### config.mk
export PLATFORM = sky130hd
export DESIGN_NAME = noekeon_round_ctrl
export DESIGN_NICKNAME = d
export VERILOG_FILES = /design/src/rtl/noekeon_round_ctrl.sv
export SDC_FILE = /design/constraint.sdc
export NUM_CORES = 1
export LEC_CHECK = 0
export ABC_AREA = 1
export BUFFER_PORTS_ARGS = -buffer_cell sky130_fd_sc_hd__buf_2
export CAP_MARGIN = 5
export CORE_MARGIN = 5
export CORE_UTILIZATION = 24
export DETAILED_ROUTE_END_ITERATION = 12
export PLACE_DENSITY = 0.39
export SYNTH_ARGS = -nofsm -noshare
export SYNTH_HDL_FRONTEND = slang
export SYNTH_SLANG_ARGS = --single-unit
### constraint.sdc
create_clock -name inClk -period 1.4 [get_ports inClk]
set_input_delay 0 -clock inClk [delete_from_list [all_inputs] [get_ports inClk]]
set_output_delay 0 -clock inClk [all_outputs]
set_load 0.02 [all_outputs]
### src/rtl/noekeon_round_ctrl.sv
// rtl/noekeon_round_ctrl.sv - Noekeon round sequencer: source select, round constants, result hold.
// Define NOEKEON_INDIRECT_KEY_EN to build the working key (null-key encryption) per request.
module noekeon_round_ctrl (
    input  logic       inClk,
    input  logic       inResetN,
    input  logic       inValid,
    input  logic       inDecrypt,
    output logic       outReady,
    output logic       outValid,
    input  logic       inAck,
    output logic       outDataWrKey,
    output logic       outDataWrExt,
    output logic       outDataWrInt,
    output logic       outKeyWrInt,
    output logic       outKeyNull,
    output logic       outFinal,
    output logic       outDecrypt,
    output logic [7:0] outRc1,
    output logic [7:0] outRc2,
    output logic [3:0] outRound
);

    localparam logic [2:0] IDLE  = 3'd0;
`ifdef NOEKEON_INDIRECT_KEY_EN
    localparam logic [2:0] KLOAD = 3'd1;
    localparam logic [2:0] KRUN  = 3'd2;
    localparam logic [2:0] KFIN  = 3'd3;
`endif
    localparam logic [2:0] LOAD  = 3'd4;
    localparam logic [2:0] RUN   = 3'd5;
    localparam logic [2:0] FIN   = 3'd6;
    localparam logic [2:0] DONE  = 3'd7;

    localparam logic [7:0] RC_FIRST = 8'h80;
    localparam logic [7:0] RC_LAST  = 8'hD4;

    logic [2:0] state;
    logic [7:0] rc;
    logic [3:0] round;
    logic       decrypt;

    function automatic logic [7:0] rcForward(input logic [7:0] c);
        return {c[6:0], 1'b0} ^ (c[7] ? 8'h1B : 8'h00);
    endfunction

    // Exact inverse of rcForward, so decryption walks the encrypt sequence backwards.
    function automatic logic [7:0] rcBackward(input logic [7:0] c);
        logic [7:0] t;
        t = c ^ 8'h1B;
        return c[0] ? {1'b1, t[7:1]} : {1'b0, c[7:1]};
    endfunction

    always_ff @(posedge inClk or negedge inResetN) begin
        if (!inResetN) begin
            state   <= IDLE;
            rc      <= 8'h00;
            round   <= 4'd0;
            decrypt <= 1'b0;
        end else begin
            case (state)
                IDLE: begin
                    if (inValid) begin
                        decrypt <= inDecrypt;
`ifdef NOEKEON_INDIRECT_KEY_EN
                        state   <= KLOAD;
`else
                        state   <= LOAD;
`endif
                    end
                end
`ifdef NOEKEON_INDIRECT_KEY_EN
                KLOAD: begin
                    rc    <= RC_FIRST;
                    round <= 4'd0;
                    state <= KRUN;
                end
                KRUN: begin
                    rc    <= rcForward(rc);
                    round <= round + 4'd1;
                    if (round == 4'd15) state <= KFIN;
                end
                KFIN: begin
                    state <= LOAD;
                end
`endif
                LOAD: begin
                    if (inValid) begin
                        rc    <= decrypt ? RC_LAST : RC_FIRST;
                        round <= 4'd0;
                        state <= RUN;
                    end
                end
                RUN: begin
                    rc    <= decrypt ? rcBackward(rc) : rcForward(rc);
                    round <= round + 4'd1;
                    if (round == 4'd15) state <= FIN;
                end
                FIN: begin
                    state <= DONE;
                end
                DONE: begin
                    if (inAck) begin
                        state   <= IDLE;
                        rc      <= 8'h00;
                        decrypt <= 1'b0;
                    end
                end
                default: begin
                    state <= IDLE;
                end
            endcase
        end
    end

    always_comb begin
        outReady     = 1'b0;
        outValid     = 1'b0;
        outDataWrInt = 1'b0;
        outFinal     = 1'b0;
        outRc1       = 8'h00;
        outRc2       = 8'h00;
        outRound     = 4'd0;
        case (state)
`ifdef NOEKEON_INDIRECT_KEY_EN
            KRUN: begin
                outDataWrInt = 1'b1;
                outRc1       = rc;
                outRound     = round;
            end
            KFIN: begin
                outFinal = 1'b1;
                outRc1   = rc;
            end
`endif
            LOAD: begin
                outReady = 1'b1;
            end
            RUN: begin
                outDataWrInt = 1'b1;
                outRound     = round;
                if (decrypt) outRc2 = rc;
                else         outRc1 = rc;
            end
            FIN: begin
                outDataWrInt = 1'b1;
                outFinal     = 1'b1;
                if (decrypt) outRc2 = rc;
                else         outRc1 = rc;
            end
            DONE: begin
                outValid = 1'b1;
            end
            default: begin
                outReady = 1'b0;
            end
        endcase
    end

`ifdef NOEKEON_INDIRECT_KEY_EN
    assign outDataWrKey = (state == KLOAD);
    assign outKeyWrInt  = (state == KFIN);
    assign outKeyNull   = (state == KRUN) || (state == KFIN);
`else
    assign outDataWrKey = 1'b0;
    assign outKeyWrInt  = 1'b0;
    assign outKeyNull   = 1'b0;
`endif

    // The only Mealy output: the accept strobe follows inValid within the LOAD cycle.
    assign outDataWrExt = (state == LOAD) && inValid;
    assign outDecrypt   = decrypt;

endmodule

==> flow_summary.yaml <==
outcome:
  outcome: "finished, final reports clean"
power:
  cellPowerDensity_nw_per_um2: 2180
  peakVddDrop_uv: 812
  power_mw: 3.54
  p_leak_nw: 0.862
setup_path:
  arrival_ns: 1.38
  cp_max_fo: 8
  start_kind: "flop"
  cp.required_ns: 1.40
  critPathKind: "reg -> out"
  end_kind: "output port"
sta:
  finalClockSkew_ns: 0.00114
  max_freq_mhz: 727
  tns_ns: 0
  finalSetupViolCount: 0
  min_period_ns: 1.38
  fin_crit_sh_pct: 98.2
  grt_setup_unrepaired: "true"
  finalMaxSlewViolations: 0
  hold_viol: 0
synth:
  syn_area_per_cell_um2: 6.55
  ys_ff_latch: 16
  ys.flop_type: "dfrtp_1"
  postSynthCellCount: 175
  yosysMostFrequentCell: "nand2_1"
  synth_warnings: 0
  syn_area_um2: 1150
  synth_top_area_cell: "dfrtp_1"
  synth_top_area_share_pct: 34.9
  async_reset_ff_share_pct: 100
  seq_area_frac_synth_pct: 34.9
  synthTopCellsByCount: "51 x nand2_1, 30 x nor2_1, 21 x inv_1"
  synth_cell_types: 26
  synth_edf_count: 0
  yosys-top-cells-area: "dfrtp_1 35%, nand2_1 17%, nor2_1 9.8%"
clock_tree:
  cts_sinks: 16
  cts_tree: "done"
  clkLatencyLatePin_ns: 0.25
  cts_made_buffers: 3
  clock-root-buffer: "clkbuf_8"
  htree_levels: 1
  clk_pin_slew_worst_paths_ns: 0.07
  clk_path_buf_depth: 2
route:
  firstDrtPassIters: 4
  drc: 0
  ant_nets: 0
  vias: 1193
  vias_per_cell: 4.39
  drt_iter0_markers: 59
  post_drt_wl_per_cell_um: 12.4
  wirelength_um: 3380
layout:
  syn_to_final_growth_pct: 42.1
  fin_nets: 225
  drive_gt1_share_pct: 34.9
  num_antenna_cells: 0
  design_area_um2: 1630
die:
  die_y_um: 79.1
  die_w_um: 79.1
  io_pins: 34
  core_um2: 4690
  die_area_um2: 6260
  num_rows: 25
  start_util_pct: 24.4
grt:
  groute.usage.overall_pct: 11.6
  grt_first_pass_wirelength_um: 5690
  grt_pass1_vias: 1214
  overflow: 0
  antenna_found_initial: 0
  grt_max_degree: 17
min_path:
  min_path_type: "in -> reg"
placed_design:
  postPlaceCellArea_um2: 1370
  portBuffers: 30
  dp_hpwl_um: 2560
  place.gp.congestion: 0.805
run:
  maxCapViolations: 0
## stage by stage
step / instances / utilization, % / hold slack [ns] / worst slack (ns)
final: 272 / 34.7 / 0.103 / 0.0247
after global routing: 272 / 34.7 / 0.150 / -0.0931
after CTS: 271 / 32.4 / 0.110 / 0.00777
after detailed placement: 259 / 29.2 / -0.0452 / 0.0472
after global placement: 259 / 29.2 / -0.0389 / 0.0691
after floorplan: 177 / - / -0.296 / 0.0598
## final cells by class
class | count | area [um2]
repair buffers | 43 | 332
multi-input cells | 132 | 684
well taps | 54 | 67.6
flip-flops and latches | 16 | 404
inverters | 23 | 86.3
fillers | 541 | 3060
clock buffers | 4 | 55.1
## sequential cells by signal (all words and copies together), names as in the netlist
register and flops:
outDecrypt 1, round 4, rc 8, state 3
## repair_timing
action                     CTS  global route
setup buffers                6             1
hold endpoints to repair    17             0
pin swaps                    1             0
gates resized for setup     11            33
setup endpoints to repair   21            24
hold buffers                 2             0
## path summary, 6_finish.rpt
| kind | startpoint | end | slack, ns | cells after the start |
|---|---|---|---|---|
| setup reg to reg | state[0]$_DFFE_PN0P_ | rc[2]$_DFFE_PN0P_ | 0.05 | 7 |
| setup / recovery | state[1]$_DFFE_PN0P_ | outRc1[6] | 0.02 | 6 |
| min in group asynchronous | inResetN | rc[3]$_DFFE_PN0P_ | 0.20 | 2 |
| hold / removal | inValid | round[3]$_DFFE_PN0P_ | 0.10 | 4 |
| max in group asynchronous | inResetN | state[1]$_DFFE_PN0P_ | 0.90 | 2 |
| hold reg to reg | rc[6]$_DFFE_PN0P_ | rc[6]$_DFFE_PN0P_ | 0.53 | 2 |
## critical path: stages (launching register included)
cell	delay, ns
dfrtp_2	0.45
inv_2	0.10
nand3_4	0.10
nand2_4	0.13
nand2_8	0.10
nor2_2	0.12
buf_6	0.13
## where the power goes
| group | internal, mW | leakage (nW) | total (mW) | switching (mW) |
|---|---|---|---|---|
| Clock | 0.250 | 0.0288 | 0.429 | 0.179 |
| Combinational | 0.835 | 0.631 | 2.21 | 1.37 |
| Sequential | 0.670 | 0.202 | 0.907 | 0.237 |
## logic make-up (layout without fill, tap and decap cells)
| kind of cell | count (synthesis) | count (layout) | synth area share (%) |
|---|---|---|---|
| xor gates and xnor gates | 3 | 3 | 2.29 |
| other | 1 | 3 | 0.327 |
| AOI/OAI and AO/OA | 19 | 19 | 8.95 |
| buffers and inverters | 29 | 70 | 11.4 |
| and+or+nand+nor | 106 | 106 | 41.0 |
| DFF | 16 | 16 | 34.9 |
| adders and majority gates | 1 | 1 | 1.09 |
## cells in the final DEF (no fill, tap or decap), drive strengths merged
cell	Yosys	routed
xnor2	1	1
ha	1	1
xor2	2	2
nand3	14	14
dfrtp	16	16
clkbuf	0	4
dlygate4sd3	0	2
nor2	33	33
conb	1	3
inv	23	23
o21ai	16	16
nand4	1	1
a21oi	3	3
nand2	55	55
nor3	1	1
buf	6	41
nand3b	1	1
or2	1	1
## layer usage
layer	track usage, %	wire, um	part of all wire, %	vias up
met2	20.6	1680	50	28
li1	-	-	-	620
met1	13.7	1530	45	541
met5	0	0	0	-
met3	3.40	147	4.3	4
met4	2.41	27	0.80	0
No activity file was read; power rests on OpenSTA's default activity.
